## config.mk

```make
export PLATFORM = sky130hd
export DESIGN_NAME = sat_counter
export DESIGN_NICKNAME = d
export VERILOG_FILES = /design/src/rtl/count_seq_checker_sat_counter.sv
export SDC_FILE = /design/constraint.sdc
export NUM_CORES = 1
export LEC_CHECK = 0
export CAP_MARGIN = 20
export CELL_PAD_IN_SITES_DETAIL_PLACEMENT = 0
export CELL_PAD_IN_SITES_GLOBAL_PLACEMENT = 1
export CORE_MARGIN = 4
export CORE_UTILIZATION = 25
export DETAILED_ROUTE_END_ITERATION = 16
export DONT_BUFFER_PORTS = 1
export HOLD_SLACK_MARGIN = 0.05
export PLACE_DENSITY = 0.45
export SLEW_MARGIN = 25
export SYNTH_ARGS = -nofsm -noshare
export SYNTH_HDL_FRONTEND = slang
export SYNTH_SLANG_ARGS = --single-unit
```

## constraint.sdc

```tcl
create_clock -name clk -period 3 [get_ports clk]
set_input_delay 0.6 -clock clk [delete_from_list [all_inputs] [get_ports clk]]
set_output_delay 0.6 -clock clk [all_outputs]
set_load 0.03 [all_outputs]
```

## src/rtl/count_seq_checker_sat_counter.sv

```systemverilog
// Saturating up-counter with synchronous clear; clear beats increment.
module sat_counter #(
    parameter int W = 8
) (
    input  logic         clk,
    input  logic         srst,
    input  logic         inc,
    input  logic         clr,
    output logic [W-1:0] count
);
    logic [W-1:0] count_q;

    always_ff @(posedge clk) begin
        if (srst || clr) begin
            count_q <= '0;
        end else if (inc && (count_q != {W{1'b1}})) begin
            count_q <= count_q + W'(1);
        end
    end

    assign count = count_q;
endmodule

```

==> flow_summary.ini, run 1 <==
[global_route]
overflow = 0
grt_pass1_vias = 343
gr-usage-all-layers = 0.0911
grt_antenna_before_repair = 0
grt_pass1_wl_um = 1630
grt_start_max_net_pins = 9

[placed_design]
hpwl_um = 774
place_congestion = 0.724
dp.cells = 63
post-place-ws_ps = 1300
portBuffers = 0

[timing]
slew_headroom = 0.670
tightestPinTransition_ps = 495
finalCriticalPeriod_ps = 1720
setup_violations = 0
finalHoldViolations = 0
rsz0062_at_grt = false
finalClockSkew_ps = 1.72
finalSetupTns_ps = 0
layout_setup_ws_ps = 1280
fin_crit_sh = 0.575
drv_slew = 0
max_freq_mhz = 580

[synth]
yosysUniqueCellTypes = 23
post-synth-top-area-fraction = 0.380
syn_area_per_cell_um2 = 8.78
syn_area_um2 = 422
synth_cells = 48
syn-num-nets = 53
synth-seq-cells = 8
synthTopCellsByArea = dfxtp_1 (38%), mux2i_1 (9.5%), nand2_1 (6.2%), a21oi_1 (5.9%), and3b_1 (4.2%)
yosysTopAreaCell = dfxtp_1
ys_seq_area_frac = 0.380
synth_warnings = 0

[cells_and_area]
area_growth_pct = 8.90
num-fill-cells = 174
largest_reg_flops = 8
fin_util = 0.298
final_cell_count_no_fill = 66
finalNetCount = 57
drive_above_1_share = 0.140
diodes = 0

[critical_path]
critical_path_class = register to register
reg2reg_slack_ps = 1280
arrival_ps = 1870
endpoint_kind = register
crit_path_start_kind = register
cp.required_ps = 3150
cp_max_fo = 5

[hold_path]
hp-class = input pin to register

[power]
pwr-share-clk = 0.407
seq_power_share = 0.561
finalPower_mw = 0.197
p_switching_mw = 0.0408
p_per_area_mw_per_mm2 = 429
p_comb_frac = 0.032
p_sw_frac = 0.207
ir_drop_mv = 0.190
p_leak_nw = 0.171
power.internal_mw = 0.156

[routing]
num_vias = 366
ant_nets = 0
wl_per_cell_um = 15.2
drt_wl_total_um = 1000
drc = 0
drt-initial-drc-count = 5
avgViaCountPerCell = 5.55
drt_pre_antenna_iters = 4

[clock_network]
clkLatencyLatePin_ps = 250
cts_sinks = 8
cts_setup_buffers = 0
clockBufferDepth = 2
root_buffer = clkbuf_4
cts_buffers = 3
cts_resized = 0
cts-htree-levels = 1
holdBufCountCts = 0
cts_tree = built
path_clk_slew_ps = 50

[job]
maxCapViolations = 0

[die]
std_cell_rows = 14
pin_count = 12
die-area_mm2 = 0.00241
fp.dieH_um = 49.1
die_w_um = 49.1
coreArea_mm2 = 0.00154
initial_core_util = 0.274

[run_status]
status = complete, no violations
[cell usage after synthesis, drive strengths merged]
library cell	n
mux2i	4
and4	2
or4	1
o2111ai	1
and2	1
and3b	2
o21ai	1
or3	3
buf	1
nor2	1
ha	1
nand3	2
and3	2
nor4	1
a21oi	5
a21boi	2
nand2	7
nand4	2
dfxtp	8
inv	1
[placed cells by master, fill, tap and decap left out, types with 2 or more instances in the layout]
cell type	instances
or3_1	2
and3_1	2
a21oi_1	5
clkbuf_4	3
nand2_1	7
and3b_1	2
dfxtp_1	8
nand3_1	2
nand4_1	2
mux2i_1	4
[routing by layer]
metal | share of wire | track usage
met5 | 0 | 0
met4 | 0 | 0.0269
met3 | 0.10 | 0.0734
met2 | 0.48 | 0.133
met1 | 0.42 | 0.0991
[worst max-delay path, cell delays in order, from the launching register on]
cell and delay (ps):
dfxtp_1 570, ha_1 310, nand3_1 140, or4_1 420, and3_1 180
[per-stage QoR]
step	hold slack, ps	area (µm²)
floorplan	599	422
detailed placement	641	437
finish	425	459
CTS	415	459
global placement	625	437
global route	397	459
[final cells by class]
type | count | area [µm²] | area share
clock buffer | 3 | 22.5 | 0.0490
inverter | 1 | 3.75 | 0.00817
multi-input combinational | 38 | 253 | 0.550
sequential | 8 | 160 | 0.349
tap | 16 | 20.0 | 0.0436
[power groups by stage]
stage               logic (mW)  registers, mW  clock network, mW
floorplan              0.00542          0.112                  0
global placement       0.00624          0.112                  0
detailed placement     0.00649          0.113                  0
CTS                    0.00654          0.110             0.0853
global route           0.00744          0.110             0.0932
finish                 0.00636          0.110             0.0801
[final timing paths]
path | from | endpoint | depth (start not counted)
worst max-delay path | count[0]$_SDFFE_PP0P_ | count[6]$_SDFFE_PP0P_ | 4
worst min register to register | count[1]$_SDFFE_PP0P_ | count[1]$_SDFFE_PP0P_ | 2
worst max register to register | count[0]$_SDFFE_PP0P_ | count[6]$_SDFFE_PP0P_ | 4
worst min-delay path | srst | count[2]$_SDFFE_PP0P_ | 1
[logic make-up after synthesis]
| group | synth area share |
|---|---|
| simple gates | 0.338 |
| compound gates | 0.136 |
| flops | 0.380 |
| mux | 0.0950 |
| buf+inv | 0.0208 |
| fa+ha+maj | 0.0297 |
Power figures use the tool's default switching activity.
==> run 2: changes to the inputs <==
- PLACE_DENSITY: 0.45 -> 0.46
- clock period: 3 -> 1.5 ns (I/O delays scaled with it)
==> flow_summary.ini, run 2 (same netlist as run 1, synthesis figures left out) <==
[run_status]
status = complete, no violations

[clock_network]
cts_resized = 0
clkLatencyLatePin_ps = 250
clockBufferDepth = 2
cts_buffers = 3
cts_tree = built
cts_sinks = 8
holdBufCountCts = 0
cts_setup_buffers = 0
path_clk_slew_ps = 60
cts-htree-levels = 1
root_buffer = clkbuf_4

[critical_path]
crit_path_start_kind = register
cp.required_ps = 1640
r2r-start = count[0]$_SDFFE_PP0P_
reg2reg_slack_ps = 140
regToRegEndpoint = count[6]$_SDFFE_PP0P_
arrival_ps = 1510
rr_worst_depth = 4
startpoint = count[0]$_SDFFE_PP0P_
cp_max_fo = 5
endpoint_kind = register
critical_path_class = register to register
crit_path_end = count[6]$_SDFFE_PP0P_

[global_route]
grt_pass1_wl_um = 1570
grt_start_max_net_pins = 9
gr-usage-all-layers = 0.0874
overflow = 0
grt_antenna_before_repair = 0
grt_pass1_vias = 357

[timing]
setup_violations = 0
finalCriticalPeriod_ps = 1360
layout_setup_ws_ps = 138
finalHoldViolations = 0
tightestPinTransition_ps = 480
finalClockSkew_ps = 4.29
rsz0062_at_grt = false
slew_headroom = 0.679
max_freq_mhz = 734
hold-worst-slack_ps = 117
fin_crit_sh = 0.908
drv_slew = 0
finalSetupTns_ps = 0

[die]
fp.dieH_um = 49.1
die-area_mm2 = 0.00241
initial_core_util = 0.274
die_w_um = 49.1
pin_count = 12
std_cell_rows = 14
coreArea_mm2 = 0.00154

[power]
p_switching_mw = 0.0882
p_comb_frac = 0.051
p_per_area_mw_per_mm2 = 773
finalPower_mw = 0.403
power.internal_mw = 0.315
p_sw_frac = 0.219
seq_power_share = 0.535
p_leak_nw = 0.216
ir_drop_mv = 0.430
pwr-share-clk = 0.414

[cells_and_area]
diodes = 0
num-fill-cells = 166
final_cell_mix = buf_4 (8), nand2_1 (7), dfxtp_1 (6)
drive_above_1_share = 0.293
fin_util = 0.338
final_common_cell = buf_4
area_growth_pct = 23.7
largest_reg_flops = 8
finalNetCount = 65
stdcell_area_um2 = 522
final_cell_count_no_fill = 74

[placed_design]
post-place-ws_ps = 151
portBuffers = 0
dpl_cell_area_um2 = 499
dp.cells = 71
place_congestion = 0.748

[routing]
wl_per_cell_um = 13.7
drt_pre_antenna_iters = 4
avgViaCountPerCell = 5.28
drt_wl_total_um = 1010
drc = 0
drt-initial-drc-count = 13
num_vias = 391
ant_nets = 0

[hold_path]
hp-class = input pin to register

[job]
maxCapViolations = 0
==> run 2: cell count changes in the layout (fill, tap and decap cells not counted), sizes merged <==
cell | previous run | this run
buf | 0 | 8
==> run 2: worst min path at each step <==
stage / startpoint / endpoint / slack (ps) / depth (start not counted)
after CTS: clr / count[2]$_SDFFE_PP0P_ / 110 / 1
final: clr / count[2]$_SDFFE_PP0P_ / 120 / 1
after floorplan: clr / count[2]$_SDFFE_PP0P_ / 380 / 1
after detailed placement: clr / count[2]$_SDFFE_PP0P_ / 380 / 1
after global placement: clr / count[2]$_SDFFE_PP0P_ / 380 / 1
after global routing: clr / count[2]$_SDFFE_PP0P_ / 110 / 1
==> run 2: metal layers <==
| metal | global-route usage | up-vias | routed length, µm |
|---|---|---|---|
| li1 | - | 204 | - |
| met1 | 0.0884 | 171 | 433 |
| met2 | 0.137 | 14 | 481 |
| met3 | 0.0489 | 2 | 86 |
| met4 | 0.0538 | 0 | 9 |
| met5 | 0 | - | 0 |
==> run 2: power groups by stage <==
stage	sequential, mW	combinational [mW]	clock, mW
floorplan	0.225	0.0108	0
global placement	0.220	0.0205	0
detailed placement	0.220	0.0210	0
CTS	0.216	0.0210	0.177
global route	0.216	0.0227	0.183
finish	0.216	0.0205	0.167
==> run 2: area by class of cell <==
cell class	count	area [µm²]	area share
flip-flops and latches	8	163	0.312
inverters	1	3.75	0.00719
clock buffers	3	22.5	0.0432
well taps	16	20.0	0.0384
repair buffers	8	60.1	0.115
multi-input cells	38	253	0.484
==> run 2: critical path, cell delays in order (launching register included) <==
cell,delay (ps)
dfxtp_2,320
ha_1,220
nand3_1,130
or4_1,400
and3_1,180
==> run 3: changes to the inputs <==
- CORE_MARGIN: 4 -> 3
- SETUP_SLACK_MARGIN: default -> 0.4
==> flow_summary.ini, run 3 (same netlist as run 1, synthesis figures left out) <==
[routing]
drt_pre_antenna_iters = 4
num_vias = 399
wl_per_cell_um = 16.1
ant_nets = 0
top_layer = met4
drt-initial-drc-count = 10
wl_met2_um = 544
drt_wl_total_um = 1130
drc = 0
wl_met1_um = 495
avgViaCountPerCell = 5.70
wl_met3_um = 79

[power]
p_leak_nw = 0.199
p_switching_mw = 0.0888
finalPower_mw = 0.400
pwr-share-clk = 0.442
ir_drop_mv = 0.333
p_per_area_mw_per_mm2 = 713
p_sw_frac = 0.222
p_comb_frac = 0.038
power.internal_mw = 0.312
seq_power_share = 0.520

[cells_and_area]
finalNetCount = 60
drive_above_1_share = 0.426
area_growth_pct = 33.2
diodes = 0
fin_util = 0.364
final_cell_mix = dfxtp_4 (8), nand2_1 (7), mux2i_1 (4), a21oi_1 (4), clkbuf_4 (3)
largest_reg_flops = 8
final_common_cell = dfxtp_4
num-fill-cells = 164

[clock_network]
cts_tree = built
root_buffer = clkbuf_4
cts_sinks = 8
clkLatencyLatePin_ps = 250
holdBufCountCts = 0
cts-htree-levels = 1
cts_buffers = 3
path_clk_slew_ps = 60
clockBufferDepth = 2

[critical_path]
critPathMaxStageDelay_ps = 430
critical_path_class = register to register
path_cells = ha_4 -> nand3_2 -> or4_1 -> and3_1
r2r-start = count[0]$_SDFFE_PP0P_
arrival_ps = 1500
crit_path_start_kind = register
startpoint = count[0]$_SDFFE_PP0P_
critical-path-slowest-cell = dfxtp_4
cp_max_fo = 5
cp.required_ps = 1650
endpoint_kind = register

[timing]
setup_violations = 0
finalClockSkew_ps = 5.23
tightestPinTransition_ps = 523
drv_slew = 0
max_freq_mhz = 741
finalCriticalPeriod_ps = 1350
fin_crit_sh = 0.899
finalHoldViolations = 0
slew_headroom = 0.650
rsz0062_at_grt = true
finalSetupTns_ps = 0

[global_route]
overflow = 0
grt_pass1_wl_um = 1680
grt_pass1_vias = 368
grt_antenna_before_repair = 0
grt_start_max_net_pins = 9
gr-usage-all-layers = 0.114

[die]
pin_count = 12
die-area_mm2 = 0.00222
coreArea_mm2 = 0.00154
fp.dieH_um = 47.1
std_cell_rows = 14
die_w_um = 47.1
initial_core_util = 0.274

[placed_design]
portBuffers = 0
place_congestion = 0.719
hpwl_um = 812

[hold_path]
hp-start = clr
hp-class = input pin to register

[job]
maxCapViolations = 0

[run_status]
status = complete, no violations
run 3: cell types whose count changed in the layout (fill, tap and decap cells not counted), sizes merged:
cell    before  now
clkbuf       3    4
buf          8    3
run 3: power by group through the flow:
stage	Sequential (mW)	Clock (mW)	Combinational, mW
6_report	0.208	0.177	0.0151
5_1_grt	0.208	0.196	0.0166
4_1_cts	0.210	0.189	0.0152
3_5_place_dp	0.215	0	0.0138
3_3_place_gp	0.215	0	0.0133
2_1_floorplan	0.214	0	0.0113
run 3: layout make-up:
class	instances	area (µm²)	share of cell area
Multi-Input combinational cell	38	292	0.519
Tap cell	16	20.0	0.0356
Timing Repair Buffer	3	30.0	0.0535
Sequential cell	8	190	0.339
Clock buffer	4	26.3	0.0468
Inverter	1	3.75	0.00668
run 3: path summary, 6_finish.rpt:
check                     endpoint  slack, ps  cells after the start
max          count[6]$_SDFFE_PP0P_        150                      4
min reg2reg  count[4]$_SDFFE_PP0P_        550                      2
max reg2reg  count[6]$_SDFFE_PP0P_        150                      4
min          count[2]$_SDFFE_PP0P_        110                      1
run 3: worst max-delay path: cells and delay by family (launching register included):
family | cells | cell delay, ps
fa+ha+maj | 1 | 160
flops | 1 | 430
simple gates | 3 | 660
run 3: routing by layer:
metal	vias up	track usage
met2	13	0.163
met5	-	0
met1	187	0.135
li1	197	-
met3	2	0.0613
met4	0	0.0663
run 3: repair_timing:
action | 4_1_cts | 5_1_grt
setup endpoints to repair | 8 | 9
pin swaps | 2 | 2
gates resized for setup | 5 | 2
buffers inserted | 2 | 0
run 3: per-stage QoR:
step	worst slack, ps	hold WS (ps)	cell area [µm²]	std cells
after CTS	147	96.3	556	70
after global placement	182	378	493	64
after global routing	128	97.0	562	70
after floorplan	207	368	477	48
final	151	106	562	70
after detailed placement	148	373	493	64
